==> src/rtl/if_stage.sv <==
// ---------------------------------------------------------------------------
// if_stage : instruction-fetch stage of the 5-stage MIPS pipeline.
//
// Holds the program counter and the IF/ID pipeline register. Obeys the
// hazard unit's stall requests and applies the branch/jump redirects
// resolved in ID, flushing the wrong-path instruction that was fetched in
// the same cycle. Two saturating event counters expose stall and flush
// activity for performance debug.
//
// Parameters
//   RESET_PC        PC value loaded on reset
//   CNT_W           width of stall_count / flush_count
//
// Ports
//   clk             pipeline clock, all state changes on the rising edge
//   reset           synchronous, active-high reset
//   pc_stall        hazard unit: hold the PC
//   IF_ID_stall     hazard unit: hold the IF/ID register
//   branch_taken    ID: branch resolved taken this cycle
//   branch_target   branch destination byte address
//   jump            ID: unconditional jump this cycle
//   jump_target     jump destination byte address
//   imem_rdata      instruction word at imem_addr (combinational memory)
//   imem_addr       current PC
//   IF_ID_instr     latched instruction to ID
//   IF_ID_pc_plus4  latched PC+4 to ID
//   IF_ID_valid     1 = real instruction, 0 = bubble
//   stall_count     saturating count of pc_stall cycles
//   flush_count     saturating count of IF/ID flushes
// ---------------------------------------------------------------------------
module if_stage #(
  parameter logic [31:0] RESET_PC = 32'h0000_0000,
  parameter int          CNT_W    = 16
) (
  input  logic             clk,
  input  logic             reset,
  input  logic             pc_stall,
  input  logic             IF_ID_stall,
  input  logic             branch_taken,
  input  logic [31:0]      branch_target,
  input  logic             jump,
  input  logic [31:0]      jump_target,
  input  logic [31:0]      imem_rdata,
  output logic [31:0]      imem_addr,
  output logic [31:0]      IF_ID_instr,
  output logic [31:0]      IF_ID_pc_plus4,
  output logic             IF_ID_valid,
  output logic [CNT_W-1:0] stall_count,
  output logic [CNT_W-1:0] flush_count
);

  localparam logic [CNT_W-1:0] CNT_MAX = {CNT_W{1'b1}};
  localparam logic [CNT_W-1:0] CNT_ONE = {{(CNT_W-1){1'b0}}, 1'b1};
  localparam logic [31:0]      NOP     = 32'h0000_0000;

  logic [31:0] pc_q;
  logic [31:0] pc_plus4;
  logic [31:0] pc_next;
  logic        redirect;
  logic        flush;

  // Targets are forced word aligned, so their low two bits never matter.
  logic unused_target_lsbs;
  assign unused_target_lsbs = ^{branch_target[1:0], jump_target[1:0]};

  assign imem_addr = pc_q;
  assign pc_plus4  = pc_q + 32'd4;

  // A redirect presented while the PC is stalled is dropped here; ID keeps
  // holding the branch and presents it again once the stall releases.
  assign redirect = (branch_taken | jump) & ~pc_stall;
  assign flush    = redirect & ~IF_ID_stall;

  always_comb begin
    pc_next = pc_plus4;
    if (pc_stall) begin
      pc_next = pc_q;
    end else if (branch_taken) begin
      pc_next = {branch_target[31:2], 2'b00};
    end else if (jump) begin
      pc_next = {jump_target[31:2], 2'b00};
    end
  end

  always_ff @(posedge clk) begin
    if (reset) begin
      pc_q           <= RESET_PC;
      IF_ID_instr    <= NOP;
      IF_ID_pc_plus4 <= 32'h0000_0000;
      IF_ID_valid    <= 1'b0;
      stall_count    <= '0;
      flush_count    <= '0;
    end else begin
      pc_q <= pc_next;

      // pc_stall without IF_ID_stall simply re-latches the same PC.
      if (!IF_ID_stall) begin
        if (redirect) begin
          IF_ID_instr    <= NOP;
          IF_ID_pc_plus4 <= 32'h0000_0000;
          IF_ID_valid    <= 1'b0;
        end else begin
          IF_ID_instr    <= imem_rdata;
          IF_ID_pc_plus4 <= pc_plus4;
          IF_ID_valid    <= 1'b1;
        end
      end

      if (pc_stall && (stall_count != CNT_MAX)) begin
        stall_count <= stall_count + CNT_ONE;
      end

      if (flush && (flush_count != CNT_MAX)) begin
        flush_count <= flush_count + CNT_ONE;
      end
    end
  end

endmodule
==> config.mk <==
export PLATFORM = sky130hd
export DESIGN_NAME = if_stage
export DESIGN_NICKNAME = d
export VERILOG_FILES = /design/src/rtl/if_stage.sv
export SDC_FILE = /design/constraint.sdc
export NUM_CORES = 1
export LEC_CHECK = 0
export CORE_MARGIN = 3
export CORE_UTILIZATION = 55
export DETAILED_ROUTE_END_ITERATION = 8
export DONT_BUFFER_PORTS = 1
export GPL_TIMING_DRIVEN = 0
export MAX_ROUTING_LAYER = met4
export PLACE_DENSITY = 0.7
export SLEW_MARGIN = 10
export SYNTH_ARGS = -nofsm -noshare
export SYNTH_HDL_FRONTEND = slang
export SYNTH_SLANG_ARGS = --single-unit
==> constraint.sdc <==
create_clock -name clk -period 3.2 [get_ports clk]
set_input_delay 0.8 -clock clk [delete_from_list [all_inputs] [get_ports clk]]
set_output_delay 0.8 -clock clk [all_outputs]
set_load 0.05 [all_outputs]
==> metrics.yaml, run 1 <==
status: "finished, final reports clean"
criticalPathCategory: "reg -> reg"
hpwlAfterDp_microns: 13510
intPower_uw: 2856
final_cell_mix: "126 x dfxtp_1, 61 x nand2_1, 57 x nor2_1"
rsz0062_at_grt: "no"
layout_commonest_cell: "dfxtp_1"
antenna_found_initial: 0
clock_path_buffers: 2
pin_count: 231
drt_iter0_drc: 470
clock_latency_ps: 520
p_per_area_nw_per_um2: 614.7
p_comb_share_pct: 6.8
syn-cell-area_sq_um: 5908
leakagePower_uw: 0.002438
dp_slack_ps: 165.2
min_period_over_period_pct: 90.20
fp.dieArea_sq_um: 12020
relSlewSlack_pct: 47.18
ys_ff_latch: 126
clock-root-buffer: "clkbuf_8"
n_antenna_cell: 0
detail_route.wl_per_cell_microns: 21.81
cts_resized: 0
ys_async_sr_fraction_pct: 0
die_x_microns: 109.6
min-delay-start: "imem_rdata[0]"
finalCriticalPeriod_ps: 2886
vias_per_cell: 6.437
routed_wl_microns: 18360
drive_gt1_share_pct: 8.215
worst-r2r-cell-count: 7
cp_data_arrival_time_ps: 3310
antenna_left: 0
cp_data_required_time_ps: 3620
cts_tree: "done"
syn_avg_cell_area_sq_um: 8.779
hold_path.class: "in -> reg"
fin_nets: 798
synth_edf_count: 0
cp-end-kind: "flop"
tns_ps: 0
finalSetupViolations: 0
yosys_warnings: 0
clkSinkCount: 126
max_cap_viol_count: 0
tightest_slew_ps: 789.4
design_power_total_uw: 4093
n_fill_cell: 954
crit_path_end: "IF_ID_pc_plus4[20]"
clkTransAtPathRegs_ps: 60
clock_skew_ps: 7.572
ff_latch_area_sq_um: 2522
grt_pass1_wl_microns: 26880
power_frac_seq_pct: 46.9
design.core.area_sq_um: 10370
timing.rr.end: "IF_ID_pc_plus4[20]"
ctsHoldBuffers: 0
reg2reg_from: "imem_addr[2]"
cts_max_level: 4
ir_drop_mv: 0.2876
final_core_util_pct: 64.21
grtUsageTotal_pct: 30.41
max_freq_mhz: 346.5
syn2layout_area_growth_pct: 12.71
vias: 5420
multiInputGateArea_sq_um: 3123
syn-instance-count: 673
grt_max_degree: 17
worstPathMaxFanout: 10
io_buffers: 0
fp.dieH_microns: 109.6
critPathLaunch: "imem_addr[2]"
yosysSeqAreaShare_pct: 42.69
fin_cells: 842
reg2reg_setup_slack_ps: 310
synth_cell_types: 68
place_inst: 810
finalWorstSetupSlack_ps: 313.7
startpoint_type: "flop"
swShare_pct: 30.23
hold_viol: 0
cts_buffers: 17
gp_routability_congestion: 0.8980
grt_pass1_vias: 4968
drtPass1Iterations: 5
drv_slew: 0
drc: 0
initial_core_util_pct: 56.97
pwr-share-clk_pct: 46.2
grt.overflow.total: 0
rows: 37
ys.flop_type: "dfxtp_1"
p_sw_uw: 1237
cts_setup_buffers: 0
## cells in the mapped netlist (3+ instances only)
cell / number / share of area, %
o211ai_1: 13 / 1.7
nor3_1: 14 / 1.2
dfxtp_1: 126 / 43
ha_1: 3 / 0.64
buf_2: 9 / 0.76
a21oi_1: 28 / 2.4
nand2_1: 61 / 3.9
nor2_1: 57 / 3.6
nor4_1: 8 / 0.85
and3_1: 11 / 1.2
inv_1: 10 / 0.64
o31a_1: 5 / 0.74
nand4_1: 14 / 1.5
buf_1: 6 / 0.38
o211a_1: 3 / 0.51
a22oi_1: 7 / 0.89
o21ai_1: 19 / 1.6
a21o_1: 6 / 0.76
a22o_1: 37 / 5.5
nand2b_1: 5 / 0.53
mux2i_1: 7 / 1.2
or3_1: 8 / 0.85
nor4b_1: 3 / 0.44
a221o_1: 4 / 0.68
nor4_2: 3 / 0.64
o21ai_0: 27 / 2.3
and2_1: 6 / 0.64
xnor2_1: 19 / 2.8
o22ai_1: 3 / 0.32
o32ai_1: 3 / 0.44
xor2_1: 25 / 3.7
and4_1: 9 / 1.3
clkbuf_1: 30 / 1.9
a222oi_1: 4 / 0.68
a31oi_1: 4 / 0.42
buf_4: 4 / 0.51
nand3_1: 27 / 2.3
a211oi_1: 4 / 0.51
## registers in the layout, indices dropped and copies added, names as in the netlist
register / flops
IF_ID_valid: 1
IF_ID_pc_plus4: 31
imem_addr: 30
IF_ID_instr: 32
stall_count: 16
flush_count: 16
## metrics by stage
step | instance area, sq um | hold WS [ps]
after floorplan | 5912 | 661.4
after global placement | 6082 | 682.1
after detailed placement | 6082 | 686.1
after CTS | 6659 | 384.8
after global routing | 6659 | 382.8
final | 6659 | 398.8
## worst max-delay path, cell delays in order, from the launching register on
cell and delay (ps):
dfxtp_1 790, ha_1 310, nand3_1 310, nor4_4 580
buf_2 310, nand2_1 90, xnor2_1 160, a22o_1 230
## cell families (layout without fill, tap and decap cells)
kind of cell | count (synthesis) | after routing | share of synthesized area, %
and+or+nand+nor | 241 | 241 | 21.54
AOI/OAI and AO/OA | 188 | 188 | 22.66
DFF | 126 | 126 | 42.69
buffers and inverters | 62 | 94 | 4.511
xor gates and xnor gates | 44 | 44 | 6.523
muxes | 8 | 8 | 1.377
adders and majority gates | 3 | 3 | 0.6354
other | 1 | 2 | 0.06347
## metal layers
layer  track usage, %  wire length (microns)  vias to the layer above
met4            13.27                    608                        0
met3            10.92                   2160                       49
met5                -                      0                        -
met1            36.76                   7116                     2574
li1                 -                      -                     2517
met2            45.77                   8479                      280
## area by class of cell
type,instances,area share (%)
clock inverter,14,2.386
buffer,50,3.326
sequential,126,37.88
clock buffer,18,6.276
inverter,12,0.6764
tap,136,2.555
multi-input combinational,486,46.90
## power by group through the flow
stage | Sequential [uW] | Clock [uW] | Combinational, uW
after floorplan | 1930 | 0 | 206
after global placement | 1950 | 0 | 265
after detailed placement | 1960 | 0 | 273
after CTS | 1920 | 1900 | 275
after global routing | 1930 | 1970 | 307
final | 1920 | 1890 | 280
## worst min path at each step
| stage | to | slack [ps] | cells after the start |
|---|---|---|---|
| 3_5_place_dp | IF_ID_valid | 690 | 2 |
| 4_1_cts | IF_ID_instr[14] | 380 | 1 |
| 6_report | IF_ID_instr[0] | 400 | 1 |
| 3_3_place_gp | IF_ID_valid | 680 | 2 |
| 5_1_grt | IF_ID_instr[5] | 380 | 1 |
| 2_1_floorplan | IF_ID_pc_plus4[11] | 660 | 2 |
Power figures use the tool's default switching activity.
==> inputs of run 2 (changes only) <==
--- a/config.mk
+++ b/config.mk
@@ -12,6 +12,7 @@
 export GPL_TIMING_DRIVEN = 0
 export MAX_ROUTING_LAYER = met4
 export PLACE_DENSITY = 0.7
+export RECOVER_POWER = 25
 export SLEW_MARGIN = 10
 export SYNTH_ARGS = -nofsm -noshare
 export SYNTH_HDL_FRONTEND = slang
==> constraint.sdc (replaced) <==
create_clock -name clk -period 3.4 [get_ports clk]
set_input_delay 0.85 -clock clk [delete_from_list [all_inputs] [get_ports clk]]
set_output_delay 0.85 -clock clk [all_outputs]
set_load 0.05 [all_outputs]
==> metrics.yaml, run 2 (synthesized netlist as in run 1, its figures left out) <==
largest_reg_flops: 32  # unchanged
criticalPathCategory: "reg -> reg"
ctsHoldBuffers: 0  # unchanged
vias: 5412  # -0.15%
cp-end-kind: "flop"
cts_max_level: 4  # unchanged
fp.dieH_microns: 109.6  # unchanged
worstPathMaxFanout: 10  # unchanged
design.core.area_sq_um: 10370  # unchanged
io_buffers: 0  # unchanged
tightest_slew_ps: 788.6  # -0.8361 ps
startpoint_type: "flop"
clock_path_buffers: 2  # unchanged
hold_path.class: "in -> reg"
finalCriticalPeriod_ps: 2886  # -0.5530 ps
status: "finished, final reports clean"
drv_slew: 0  # unchanged
final_cell_mix: "126 x dfxtp_1, 61 x nand2_1, 57 x nor2_1"
antenna_left: 0  # unchanged
ir_drop_mv: 0.2706  # -5.9%
detail_route.wl_per_cell_microns: 21.80  # about the same
multiInputGateArea_sq_um: 3123  # unchanged
hold_viol: 0  # unchanged
clock_latency_ps: 520  # about the same
hpwlAfterDp_microns: 13510  # unchanged
leakagePower_uw: 0.002438  # unchanged
grt_max_degree: 17  # unchanged
layout_commonest_cell: "dfxtp_1"
routed_wl_microns: 18360  # about the same
n_fill_cell: 954  # unchanged
gp_routability_congestion: 0.8980  # unchanged
rsz0062_at_grt: "no"
max_cap_viol_count: 0  # unchanged
clkTransAtPathRegs_ps: 60  # about the same
clkSinkCount: 126  # unchanged
finalSetupViolations: 0  # unchanged
relSlewSlack_pct: 47.23  # +0.056 points
drc: 0  # unchanged
finalWorstSetupSlack_ps: 514.3  # +200.6 ps
grt_pass1_vias: 4968  # unchanged
fin_nets: 798  # unchanged
max_freq_mhz: 346.5  # about the same
drt_iter0_drc: 470  # unchanged
clock-root-buffer: "clkbuf_8"
top_register: "IF_ID_instr"
grt_pass1_wl_microns: 26880  # unchanged
grt.overflow.total: 0  # unchanged
vias_per_cell: 6.428  # -0.15%
pin_count: 231  # unchanged
cts_setup_buffers: 0  # unchanged
drtPass1Iterations: 5  # unchanged
dp_slack_ps: 315.2  # +150.0 ps
cp_data_required_time_ps: 3820  # +200 ps
cp_data_arrival_time_ps: 3310  # about the same
clock_skew_ps: 7.758  # +0.1857 ps
n_antenna_cell: 0  # unchanged
tns_ps: 0  # unchanged
cts_tree: "done"
min_period_over_period_pct: 84.87  # -5.3 points
die_x_microns: 109.6  # unchanged
syn2layout_area_growth_pct: 12.71  # unchanged
grtUsageTotal_pct: 30.41  # unchanged
cts_resized: 0  # unchanged
p_per_area_nw_per_um2: 578.6  # -5.9%
cts_buffers: 17  # unchanged
antenna_found_initial: 0  # unchanged
initial_core_util_pct: 56.97  # unchanged
rows: 37  # unchanged
drive_gt1_share_pct: 8.215  # unchanged
fp.dieArea_sq_um: 12020  # unchanged
ff_latch_area_sq_um: 2522  # unchanged
==> run 2: cell count changes in the layout (fill, tap and decap cells not counted) <==
| cell | before | now |
|---|---|---|
| buf_1 | 6 | 5 |
| clkbuf_1 | 31 | 32 |
==> run 2: per-layer routing <==
metal  share of wire (%)  up-vias  global-route usage [%]
met2                  46      278                   45.77
li1                    -     2517                       -
met3                  12       49                   10.92
met5                   0        -                       -
met4                 3.3        0                   13.27
met1                  39     2568                   36.76
==> run 2: area by class of cell <==
cell class / count / share of cell area (%)
sequential: 126 / 37.88
multi-input combinational: 486 / 46.90
clock inverter: 14 / 2.386
buffer: 50 / 3.326
inverter: 12 / 0.6764
clock buffer: 18 / 6.276
tap: 136 / 2.555
==> run 2: worst paths after layout <==
| path | cells past startpoint | endpoint | start | slack (ps) |
|---|---|---|---|---|
| max | 7 | IF_ID_pc_plus4[20] | imem_addr[2] | 510 |
| min | 1 | IF_ID_instr[0] | imem_rdata[0] | 450 |
| max reg2reg | 7 | IF_ID_pc_plus4[20] | imem_addr[2] | 510 |
| min reg2reg | 2 | IF_ID_pc_plus4[27] | IF_ID_pc_plus4[27] | 690 |
==> run 2: metrics by stage <==
step / hold WS (ps) / cells / cell area [sq um] / power, uW / util [%]
after floorplan: 661.4 / 674 / 5912 / 2010 / -
after global placement: 682.1 / 810 / 6082 / 2087 / 58.65
after detailed placement: 686.1 / 810 / 6082 / 2097 / 58.65
after CTS: 434.8 / 842 / 6659 / 3858 / 64.21
after global routing: 432.8 / 842 / 6659 / 3964 / 64.21
final: 448.8 / 842 / 6659 / 3853 / 64.21
==> run 2: worst max-delay path, cell delays in order, from the launching register on <==
cell and delay [ps]:
dfxtp_1 790, ha_1 310, nand3_1 310, nor4_4 580, buf_2 310, nand2_1 90
xnor2_1 160, a22o_1 230
==> run 2: power by group <==
part           leakage [uW]  internal (uW)  switching, uW  total, uW
registers           0.00103           1540            273       1810
clock network      0.000265           1050            726       1780
logic               0.00115           98.2            165        263
==> inputs of run 3 (changes only) <==
--- a/config.mk
+++ b/config.mk
@@ -11,7 +11,7 @@
 export DONT_BUFFER_PORTS = 1
 export GPL_TIMING_DRIVEN = 0
 export MAX_ROUTING_LAYER = met4
-export PLACE_DENSITY = 0.7
+export PLACE_DENSITY = 0.73
 export RECOVER_POWER = 25
 export SLEW_MARGIN = 10
 export SYNTH_ARGS = -nofsm -noshare
==> constraint.sdc (replaced) <==
create_clock -name clk -period 2.4 [get_ports clk]
set_input_delay 0.6 -clock clk [delete_from_list [all_inputs] [get_ports clk]]
set_output_delay 0.6 -clock clk [all_outputs]
set_load 0.05 [all_outputs]
==> metrics.yaml, run 3 (synthesized netlist as in run 1, its figures left out) <==
final_cell_mix: "91 x dfxtp_1, 61 x nand2_1, 57 x nor2_1"
drtPass1Iterations: 6  # +1
worstPathMaxFanout: 10  # unchanged
rsz0062_at_grt: "no"
grtUsageTotal_pct: 31.26  # +0.85 points
leakagePower_uw: 0.002543  # +4.3%
rows: 37  # unchanged
pin_count: 231  # unchanged
cp_data_arrival_time_ps: 2740  # -570 ps
clock_path_buffers: 2  # unchanged
clkSinkCount: 126  # unchanged
power_frac_seq_pct: 44.4  # -2.5 points
ir_drop_mv: 0.5460  # +100%
tightest_slew_ps: 752.0  # -36.58 ps
swShare_pct: 28.62  # -1.6 points
drv_slew: 0  # unchanged
ctsHoldBuffers: 0  # unchanged
top_register: "IF_ID_instr"
fin_nets: 803  # +0.63%
cts_max_level: 4  # unchanged
hpwlAfterDp_microns: 13950  # +3.3%
placed_cell_area_sq_um: 6082  # unchanged
intPower_uw: 4132  # +54%
hold_viol: 0  # unchanged
final_core_util_pct: 65.83  # +1.6 points
drc: 0  # unchanged
fp.dieH_microns: 109.6  # unchanged
min_period_over_period_pct: 95.79
hold_path.class: "in -> reg"
grt_pass1_wl_microns: 27920  # +3.9%
criticalPathCategory: "in -> reg"
finalSetupViolations: 0  # unchanged
cp-end-kind: "flop"
cts_tree: "done"
p_per_area_nw_per_um2: 848.1  # +47%
cp_data_required_time_ps: 2840  # -980 ps
grt_max_degree: 17  # unchanged
clock_latency_ps: 520  # about the same
relSlewSlack_pct: 49.80  # +2.6 points
syn2layout_area_growth_pct: 15.54
gp_routability_congestion: 0.9440  # +5.1%
drive_gt1_share_pct: 13.80  # +5.6 points
drt_iter0_drc: 432  # -8.1%
antenna_found_initial: 0  # unchanged
io_buffers: 0  # unchanged
max_freq_mhz: 435.0
n_antenna_cell: 0  # unchanged
max_cap_viol_count: 0  # unchanged
p_sw_uw: 1657  # +42%
startpoint_type: "input pin"
p_comb_share_pct: 6.6  # -0.2 points
largest_reg_flops: 32  # unchanged
vias: 5499  # +1.6%
antenna_left: 0  # unchanged
fin_area_sq_um: 6827  # +2.5%
fin_cells: 846  # +0.48%
status: "finished, final reports clean"
design.core.area_sq_um: 10370  # unchanged
finalCriticalPeriod_ps: 2299
cts_buffers: 17  # unchanged
die_x_microns: 109.6  # unchanged
clkTransAtPathRegs_ps: 60  # about the same
n_fill_cell: 912  # -4.4%
vias_per_cell: 6.500  # +1.1%
pwr-share-clk_pct: 49.0  # +2.8 points
routed_wl_microns: 19150  # +4.3%
grt.overflow.total: 0  # unchanged
place_inst: 810  # unchanged
layout_commonest_cell: "dfxtp_1"
clock_skew_ps: 9.522  # +1.764 ps
grt_pass1_vias: 5222  # +5.1%
clock-root-buffer: "clkbuf_8"
fp.dieArea_sq_um: 12020  # unchanged
detail_route.wl_per_cell_microns: 22.63  # +3.8%
initial_core_util_pct: 56.97  # unchanged
-- run 3: what timing repair did --
| item | 4_1_cts | 5_1_grt |
|---|---|---|
| buffers inserted | 1 | 4 |
| gates resized for setup | 19 | 22 |
| endpoints found under the setup margin | 41 | 34 |
| pin swaps | 1 | 2 |
-- run 3: worst max-delay path, cell delays in order --
cell      delay [ps]
clkbuf_1         460
nor2b_1          540
clkbuf_1         610
a22oi_1          200
a21o_1           210
a21oi_1          110
-- run 3: through the flow --
stage	setup slack [ps]	setup TNS [ps]	hold WS [ps]	power [uW]
after floorplan	51.30	0	661.4	2847
after global routing	35.52	0	187.7	5947
after global placement	-439.1	-7948	684.7	2961
final	101.0	0	204.2	5789
after CTS	3.114	0	194.9	5789
after detailed placement	-442.5	-8370	690.0	2976
-- run 3: path summary, 6_finish.rpt --
kind | endpoint | slack [ps] | cells after the start | from
max | imem_addr[24] | 100 | 6 | jump
min | IF_ID_instr[31] | 200 | 1 | imem_rdata[31]
max reg2reg | imem_addr[19] | 100 | 6 | imem_addr[2]
min reg2reg | imem_addr[18] | 630 | 2 | imem_addr[18]
-- run 3: area by class of cell --
class | count | area (sq um) | area share (%)
plain buffers | 50 | 220.2 | 3.226
clock buffers | 17 | 414.1 | 6.067
clock inverters | 14 | 231.5 | 3.391
inverters | 12 | 45.04 | 0.6598
multi-input cells | 486 | 3137 | 45.95
flip-flops and latches | 126 | 2571 | 37.66
well taps | 136 | 170.2 | 2.493
repair buffers | 5 | 37.54 | 0.5499
-- run 3: per-layer routing --
layer / GRT usage [%] / vias to the layer above / share of wire [%]
met1: 36.17 / 2640 / 39
li1: - / 2540 / -
met3: 11.74 / 43 / 12
met4: 10.24 / 0 / 2.4
met2: 50.22 / 276 / 47
met5: - / - / 0
-- run 3: power by group through the flow --
stage                     sequential [uW]  clock (uW)  combinational [uW]
after global placement               2600           0                 357
after detailed placement             2610           0                 368
after global routing                 2580        2950                 412
final                                2570        2840                 382
after CTS                            2570        2850                 374
after floorplan                      2570           0                 275
